$ cat src/rtl/pipe_stage_reg.sv
// pipe_stage_reg: parametrised inter-stage pipeline register.
// Carries a payload bundle and a side-effect control bundle through STAGES
// register slots. Each slot has valid/ready flow control, bubble collapsing,
// stall hold and a synchronous flush. A bubble forces the controls to NOP
// (all-zero) while its payload keeps the last value seen.
// Optional build macro: PIPE_STATS_EN adds saturating stall/flush counters.
module pipe_stage_reg #(
  parameter int DATA_W = 96,
  parameter int CTRL_W = 8,
  parameter int STAGES = 1
) (
  input  logic              clk,
  input  logic              rst,
  input  logic              in_valid,
  output logic              in_ready,
  input  logic [DATA_W-1:0] in_data,
  input  logic [CTRL_W-1:0] in_ctrl,
  input  logic              flush,
  output logic              out_valid,
  input  logic              out_ready,
  output logic [DATA_W-1:0] out_data,
  output logic [CTRL_W-1:0] out_ctrl
`ifdef PIPE_STATS_EN
  ,
  output logic [31:0]       stall_cnt,
  output logic [31:0]       flush_cnt
`endif
);

  // Per-slot state: valid bit, payload, side-effect controls.
  logic [STAGES-1:0] v;
  logic [DATA_W-1:0] d [STAGES];
  logic [CTRL_W-1:0] c [STAGES];

  // Move enables and the entry each slot would load from upstream.
  logic [STAGES-1:0] mv;
  logic [STAGES-1:0] up_v;
  logic [DATA_W-1:0] up_d [STAGES];
  logic [CTRL_W-1:0] up_c [STAGES];

  // Slot i may move when the output drains or any slot from i onward is
  // empty; written as a scan so the chain has no self-referencing vector.
  // NOTE: every variable gets a default at the top of always_comb so no
  // path leaves it unassigned, which would otherwise infer a latch.
  always_comb begin
    mv = '0;
    for (int i = 0; i < STAGES; i++) begin
      mv[i] = out_ready;
      for (int j = i; j < STAGES; j++) begin
        if (!v[j]) mv[i] = 1'b1;
      end
    end
  end

  // Upstream source of each slot: the input port for slot 0, the previous slot otherwise.
  always_comb begin
    up_v    = '0;
    up_v[0] = in_valid;
    up_d[0] = in_data;
    up_c[0] = in_ctrl;
    for (int i = 1; i < STAGES; i++) begin
      up_v[i] = v[i-1];
      up_d[i] = d[i-1];
      up_c[i] = c[i-1];
    end
  end

  // Slot registers: reset clears everything, flush kills valids and controls,
  // otherwise each slot loads when it can move and holds when stalled.
  // NOTE: sequential state uses non-blocking assignments so every slot
  // samples its neighbour's pre-edge value and the shift is order-independent.
  // NOTE: the payload array is reset too, because out_data must read zero
  // after reset; a payload that may stay undefined would skip this.
  always_ff @(posedge clk) begin
    if (rst) begin
      v <= '0;
      for (int i = 0; i < STAGES; i++) begin
        d[i] <= '0;
        c[i] <= '0;
      end
    end else if (flush) begin
      v <= '0;
      for (int i = 0; i < STAGES; i++) c[i] <= '0;
    end else begin
      for (int i = 0; i < STAGES; i++) begin
        if (mv[i]) begin
          v[i] <= up_v[i];
          if (up_v[i]) begin
            d[i] <= up_d[i];
            c[i] <= up_c[i];
          end else begin
            c[i] <= '0;
          end
        end
      end
    end
  end

  // Only in_ready is combinational; the out_* ports come straight from the last slot.
  assign in_ready  = mv[0] && !flush;
  assign out_valid = v[STAGES-1];
  assign out_data  = d[STAGES-1];
  assign out_ctrl  = c[STAGES-1];

`ifdef PIPE_STATS_EN
  // Saturating event counters for output stalls and flush pulses.
  always_ff @(posedge clk) begin
    if (rst) begin
      stall_cnt <= '0;
      flush_cnt <= '0;
    end else begin
      if (out_valid && !out_ready && (stall_cnt != 32'hFFFF_FFFF))
        stall_cnt <= stall_cnt + 32'd1;
      if (flush && (flush_cnt != 32'hFFFF_FFFF))
        flush_cnt <= flush_cnt + 32'd1;
    end
  end
`endif

endmodule

$ cat config.mk
export PLATFORM = sky130hd
export DESIGN_NAME = pipe_stage_reg
export DESIGN_NICKNAME = d
export VERILOG_FILES = /design/src/rtl/pipe_stage_reg.sv
export SDC_FILE = /design/constraint.sdc
export NUM_CORES = 1
export LEC_CHECK = 0
export CORE_UTILIZATION = 45
export CTS_CLUSTER_DIAMETER = 120
export DETAILED_ROUTE_END_ITERATION = 10
export PLACE_DENSITY = 0.91
export SLEW_MARGIN = 30
export SYNTH_ARGS = -nofsm -noshare
export SYNTH_HDL_FRONTEND = slang
export SYNTH_SLANG_ARGS = --single-unit
$ cat constraint.sdc
create_clock -name clk -period 12.9 [get_ports clk]
set_clock_uncertainty 0.2 [all_clocks]
set_input_delay 2.58 -clock clk [delete_from_list [all_inputs] [get_ports clk]]
set_output_delay 2.58 -clock clk [all_outputs]
set_load 0.02 [all_outputs]
### Word-level counts from Yosys, hierarchy flattened

Memory sizes are Yosys's and may differ from the RTL's.
Cells that the tools add are included.

* multiplexer cells: 24
* reduce and logical (&&, ||, !) cells: 7

Operator list (count)
* 2-to-1 mux 96 bit: 1
* OR reduction 96 bit: 1
* 2-to-1 mux 8 bit: 3
* OR reduction 8 bit: 3
* 2-to-1 mux 1 bit: 20
* OR reduction 2 bit: 1
* logical AND 1 bit: 1
* zero test 1 bit: 1

* register bits: 1
* bits in writable memories: 104
* input bits: 109
* output and inout port bits: 106
* word-level logic and storage cells: 34
* memories: 2

Memory list
* d: depth 1, width 96, read ports 1, clocked after Yosys merged registers in 0, write ports 1, line 32 `logic [DATA_W-1:0] d [STAGES];`
* c: depth 1, width 8, read ports 1, clocked after Yosys merged registers in 0, write ports 1, line 33 `logic [CTRL_W-1:0] c [STAGES];`

### Depth between registers and ports, before layout

* depth after elaboration: 8
* mapped depth: 5
* gate-level depth less buffers: 2

### Worst setup path after synthesis

Ideal clock, no wire load.

* kind: input to register
* start point: in flush
* end point: mem d[0][0] (enable)
* library setup time: 570 ps
* data arrival time: 7532 ps
* required time: 12130 ps
* slack: 4598 ps
* stages: 5
* path buffers: 3
* cell sequence: nand2b_4 buf_6 buf_6 buf_6 o21bai_1

* word-level cells in the longest chain between the ends: 5

Ends and longest elaborated chain
* start, declared: line 18 `input logic flush,`
* 2-to-1 mux 1 bit *: line 81 `end else if (flush) begin`
* 2-to-1 mux 1 bit *: line 75 `if (rst) begin`
* 2-to-1 mux 1 bit (not written as such) *: line 89 `d[i] <= up_d[i];`
* OR reduction 96 bit (no source line)
* 2-to-1 mux 1 bit (no source line) *
* end, declared: line 32

Mark *: on every way between the ends. The rest lies on a longest branch, timed or not.

### Final worst setup path

* start point: in out_ready
* end point: out in_ready

* word-level cells in the longest chain between the ends: 2

Ends and longest elaborated chain
* start, declared: line 20 `input logic out_ready,`
* 2-to-1 mux 1 bit: line 50 `if (!v[j]) mv[i] = 1'b1;`
* logical AND 1 bit: line 100 `assign in_ready = mv[0] && !flush;`
* end, declared: line 15 `output logic in_ready,`

Every way passes these cells.

==> metrics.txt <==
# TYPE chip_impl_metric gauge
chip_impl_metric{name="final.fill_count",unit=""} 666
chip_impl_metric{name="grt_util_all_layers",unit="%"} 20.71
chip_impl_metric{name="flow.area_growth_from_synthesis",unit="%"} 50.28
chip_impl_metric{name="post-route-min-period",unit="ns"} 6.604
chip_impl_metric{name="cp_data_required_time",unit="ns"} 10.12
chip_impl_metric{name="antenna_found_initial",unit=""} 0
chip_impl_metric{name="insertedDiodeCount",unit=""} 0
chip_impl_metric{name="crit_path_buf_inv_count",unit=""} 2
chip_impl_metric{name="hold-worst-slack",unit="ns"} 1.042
chip_impl_metric{name="p_total",unit="W"} 0.0007468
chip_impl_metric{name="clkSlewWorstSetupHoldPaths",unit="ns"} 0.09
chip_impl_info{name="ys_top_cells_by_area",value="sky130_fd_sc_hd__edfxtp_1 67%, sky130_fd_sc_hd__nor4b_2 16%, sky130_fd_sc_hd__nor4b_1 10%"} 1
chip_impl_metric{name="leakage",unit="nW"} 2.283
chip_impl_metric{name="final_layout_size_suffix_gt1_share",unit="%"} 15.74
chip_impl_metric{name="post_synth_xor_area_fraction",unit="%"} 0
chip_impl_metric{name="die_x",unit="µm"} 103.7
chip_impl_metric{name="slew_headroom",unit="%"} 40.66
chip_impl_metric{name="route.detailed.vias_per_inst",unit=""} 5.365
chip_impl_metric{name="place_worst_setup_slack",unit="ns"} 6.308
chip_impl_info{name="worst_path_max_delay_cell",value="sky130_fd_sc_hd__clkdlybuf4s50_1"} 1
chip_impl_info{name="critPathKind",value="primary input to output port"} 1
chip_impl_metric{name="coreArea",unit="µm²"} 9910
chip_impl_metric{name="peakVddDrop",unit="mV"} 0.05406
chip_impl_metric{name="post-dp-hpwl",unit="µm"} 7489
chip_impl_metric{name="post_synth_fa_ha_maj_area_fraction",unit="%"} 0
chip_impl_metric{name="grt_start_max_net_pins",unit=""} 64
chip_impl_metric{name="global_route.usage.met3",unit="%"} 5.601
chip_impl_metric{name="cts_buffers",unit=""} 9
chip_impl_metric{name="placementRows",unit=""} 36
chip_impl_info{name="worst_hold_path_type",value="flop to flop"} 1
chip_impl_metric{name="syn_avg_cell_area",unit="µm²"} 18.48
chip_impl_metric{name="final.period_utilization",unit="%"} 51.19
chip_impl_metric{name="critical_path_max_stage_delay",unit="ns"} 0.61
chip_impl_metric{name="cp_data_arrival_time",unit="ns"} 3.82
chip_impl_metric{name="finalSetupViolations",unit=""} 0
chip_impl_metric{name="drt_wl_total",unit="µm"} 11160
chip_impl_metric{name="detailedRoute.firstPassIterationCount",unit=""} 4
chip_impl_metric{name="postCtsSetupBuffers",unit=""} 0
chip_impl_info{name="crit_path_start_kind",value="primary input"} 1
chip_impl_metric{name="nNetsFinal",unit=""} 556
chip_impl_info{name="rsz0062_at_grt",value="no"} 1
chip_impl_metric{name="timing.final.max_slew_violations",unit=""} 0
chip_impl_metric{name="layout_setup_ws",unit="ns"} 6.296
chip_impl_info{name="path_cells",value="clkdlybuf4s50_1 -> nor2b_4 -> nor2_1 -> clkdlybuf4s50_1"} 1
chip_impl_metric{name="syn_area",unit="µm²"} 4656
chip_impl_metric{name="power.density",unit="nW/µm²"} 106.7
chip_impl_metric{name="number_of_synthesized_register_bits",unit=""} 105
chip_impl_metric{name="tightestPinTransition",unit="ns"} 0.8901
chip_impl_metric{name="netlist-cell-type-count",unit=""} 13
chip_impl_metric{name="synth_compound_gate_area_share",unit="%"} 0.3225
chip_impl_metric{name="synthesis.nets",unit=""} 361
chip_impl_metric{name="drt-wirelength-per-cell",unit="µm"} 19.11
chip_impl_metric{name="ys_seq_area_share",unit="%"} 67.51
chip_impl_metric{name="critical_path.max_fanout",unit=""} 2
chip_impl_metric{name="muxShareOfSynthArea",unit="%"} 0
chip_impl_metric{name="start_util",unit="%"} 46.98
chip_impl_metric{name="cts_buffer_depth",unit=""} 2
chip_impl_metric{name="floorplan.io_pins",unit=""} 215
chip_impl_metric{name="vias_in_the_first_global_route",unit=""} 3181
chip_impl_metric{name="io_buffers",unit=""} 214
chip_impl_metric{name="worst_skew_pair.late_latency",unit="ns"} 0.35
chip_impl_metric{name="die-area",unit="µm²"} 10760
chip_impl_metric{name="fmax",unit="MHz"} 151.4
chip_impl_metric{name="vias",unit=""} 3133
chip_impl_info{name="path_delay_family",value="buffers and inverters"} 1
chip_impl_metric{name="yosys.area.top_type_share",unit="%"} 67.08
chip_impl_info{name="largest_family_of_logic_cells_by_synthesized_area",value="simple AND/OR/NAND/NOR gates"} 1
chip_impl_info{name="status",value="complete, no violations"} 1
chip_impl_info{name="synth_area_leader_cell",value="sky130_fd_sc_hd__edfxtp_1"} 1
chip_impl_info{name="tritoncts",value="done"} 1
chip_impl_metric{name="number_of_nets_still_failing_antenna_checks_after_routing",unit=""} 0
chip_impl_metric{name="cts.sinks",unit=""} 105
chip_impl_metric{name="netlist_instances",unit=""} 252
chip_impl_info{name="cpMostUsedCell",value="sky130_fd_sc_hd__clkdlybuf4s50_1"} 1
chip_impl_info{name="cts-root-buf",value="sky130_fd_sc_hd__clkbuf_8"} 1
chip_impl_metric{name="setup_total_negative_slack",unit="ns"} 0
chip_impl_info{name="critPathCaptureType",value="output port"} 1
chip_impl_info{name="global_route.peak_usage_layer",value="met2"} 1
chip_impl_metric{name="dieHeight",unit="µm"} 103.7
chip_impl_metric{name="total_congestion_overflow",unit=""} 0
chip_impl_metric{name="routabilityCongestion",unit=""} 0.7198
chip_impl_metric{name="drc_errors",unit=""} 0
chip_impl_metric{name="cap_viol_max_count",unit=""} 0
chip_impl_metric{name="grt_first_pass_wirelength",unit="µm"} 17150
chip_impl_metric{name="synth-simple-area-share",unit="%"} 26.82
chip_impl_metric{name="final_hold_violations",unit=""} 0
chip_impl_metric{name="yosysWarningCount",unit=""} 0
chip_impl_metric{name="globalRouteMet2Util",unit="%"} 35.00
chip_impl_metric{name="post_cts.resized_instances",unit=""} 0
chip_impl_metric{name="groute.layer.met1.usage",unit="%"} 24.52
chip_impl_metric{name="drt_first_iter_violations",unit=""} 117
chip_impl_metric{name="cts_hold_bufs",unit=""} 0
chip_impl_metric{name="htree_levels",unit=""} 3
==> synth_stat cells, drive strengths merged <==
cell,number
edfxtp,104
o21bai,1
buf,31
nor2b,1
o21a,1
nand2,1
clkbuf,5
dfxtp,1
nor2,2
nand2b,1
nor4b,104
==> report_power, final <==
part	internal [W]	total, W	switching (W)	leakage [nW]
Clock	0.000108	0.000213	0.000105	0.101
Sequential	0.000395	0.000400	0.00000522	1.14
Combinational	0.0000709	0.000134	0.0000630	1.04
==> cells by family (layout without fill, tap and decap cells) <==
logic type	count (synthesis)	in the layout
AO/OA/AOI/OAI	2	2
buffers and inverters	36	235
flip-flops	105	105
AND/OR/NAND/NOR	109	109
==> stage by stage <==
stage	util, %	cell area (µm²)	instances
5_1_grt	70.61	6997	584
2_1_floorplan	-	4656	252
6_report	70.61	6997	584
3_5_place_dp	68.59	6797	569
4_1_cts	70.61	6997	584
3_3_place_gp	68.31	6769	568
==> worst reg2reg max path, stage by stage (launching register included) <==
cell	delay (ns)
sky130_fd_sc_hd__dfxtp_1	0.35
sky130_fd_sc_hd__nor2b_4	0.15
sky130_fd_sc_hd__buf_4	0.53
sky130_fd_sc_hd__buf_4	0.77
sky130_fd_sc_hd__nand2_1	0.46
==> placed cells by master (no fill, tap or decap), drive strengths merged, types with 2 or more instances in the layout <==
cell / instances
buf: 7
bufinv: 2
clkbuf: 11
clkdlybuf4s50: 213
clkinv: 2
edfxtp: 104
nor2: 2
nor4b: 104
==> state kept, by name, indices dropped and copies added, names as in the netlist <==
signal and flops:
d 96, c 8, out_valid 1
==> worst paths after layout <==
kind         cells past startpoint              startpoint                     end  slack (ns)
min                              3  out_valid$_SDFFE_PP0N_  d[0][10]$_SDFFCE_PN0P_        1.04
max                              4               out_ready                in_ready        6.30
max reg2reg                      4  out_valid$_SDFFE_PP0N_   c[0][4]$_SDFFCE_PP0P_       10.10
min reg2reg                      3  out_valid$_SDFFE_PP0N_  d[0][10]$_SDFFCE_PN0P_        1.04
==> layer usage <==
| layer | routed length, µm | vias to the layer above |
|---|---|---|
| li1 | - | 1426 |
| met3 | 810 | 28 |
| met2 | 5692 | 155 |
| met4 | 341 | 0 |
| met5 | 0 | - |
| met1 | 4314 | 1524 |
==> cell type report <==
| type | count | area [µm²] | area share, % |
|---|---|---|---|
| flip-flops and latches | 105 | 3143 | 44.92 |
| repair buffers | 220 | 2205 | 31.51 |
| multi-input cells | 111 | 1282 | 18.33 |
| well taps | 133 | 166.4 | 2.378 |
| clock buffers | 11 | 131.4 | 1.878 |
| clock inverters | 4 | 68.82 | 0.9835 |
(Power assumes the default switching activity.)
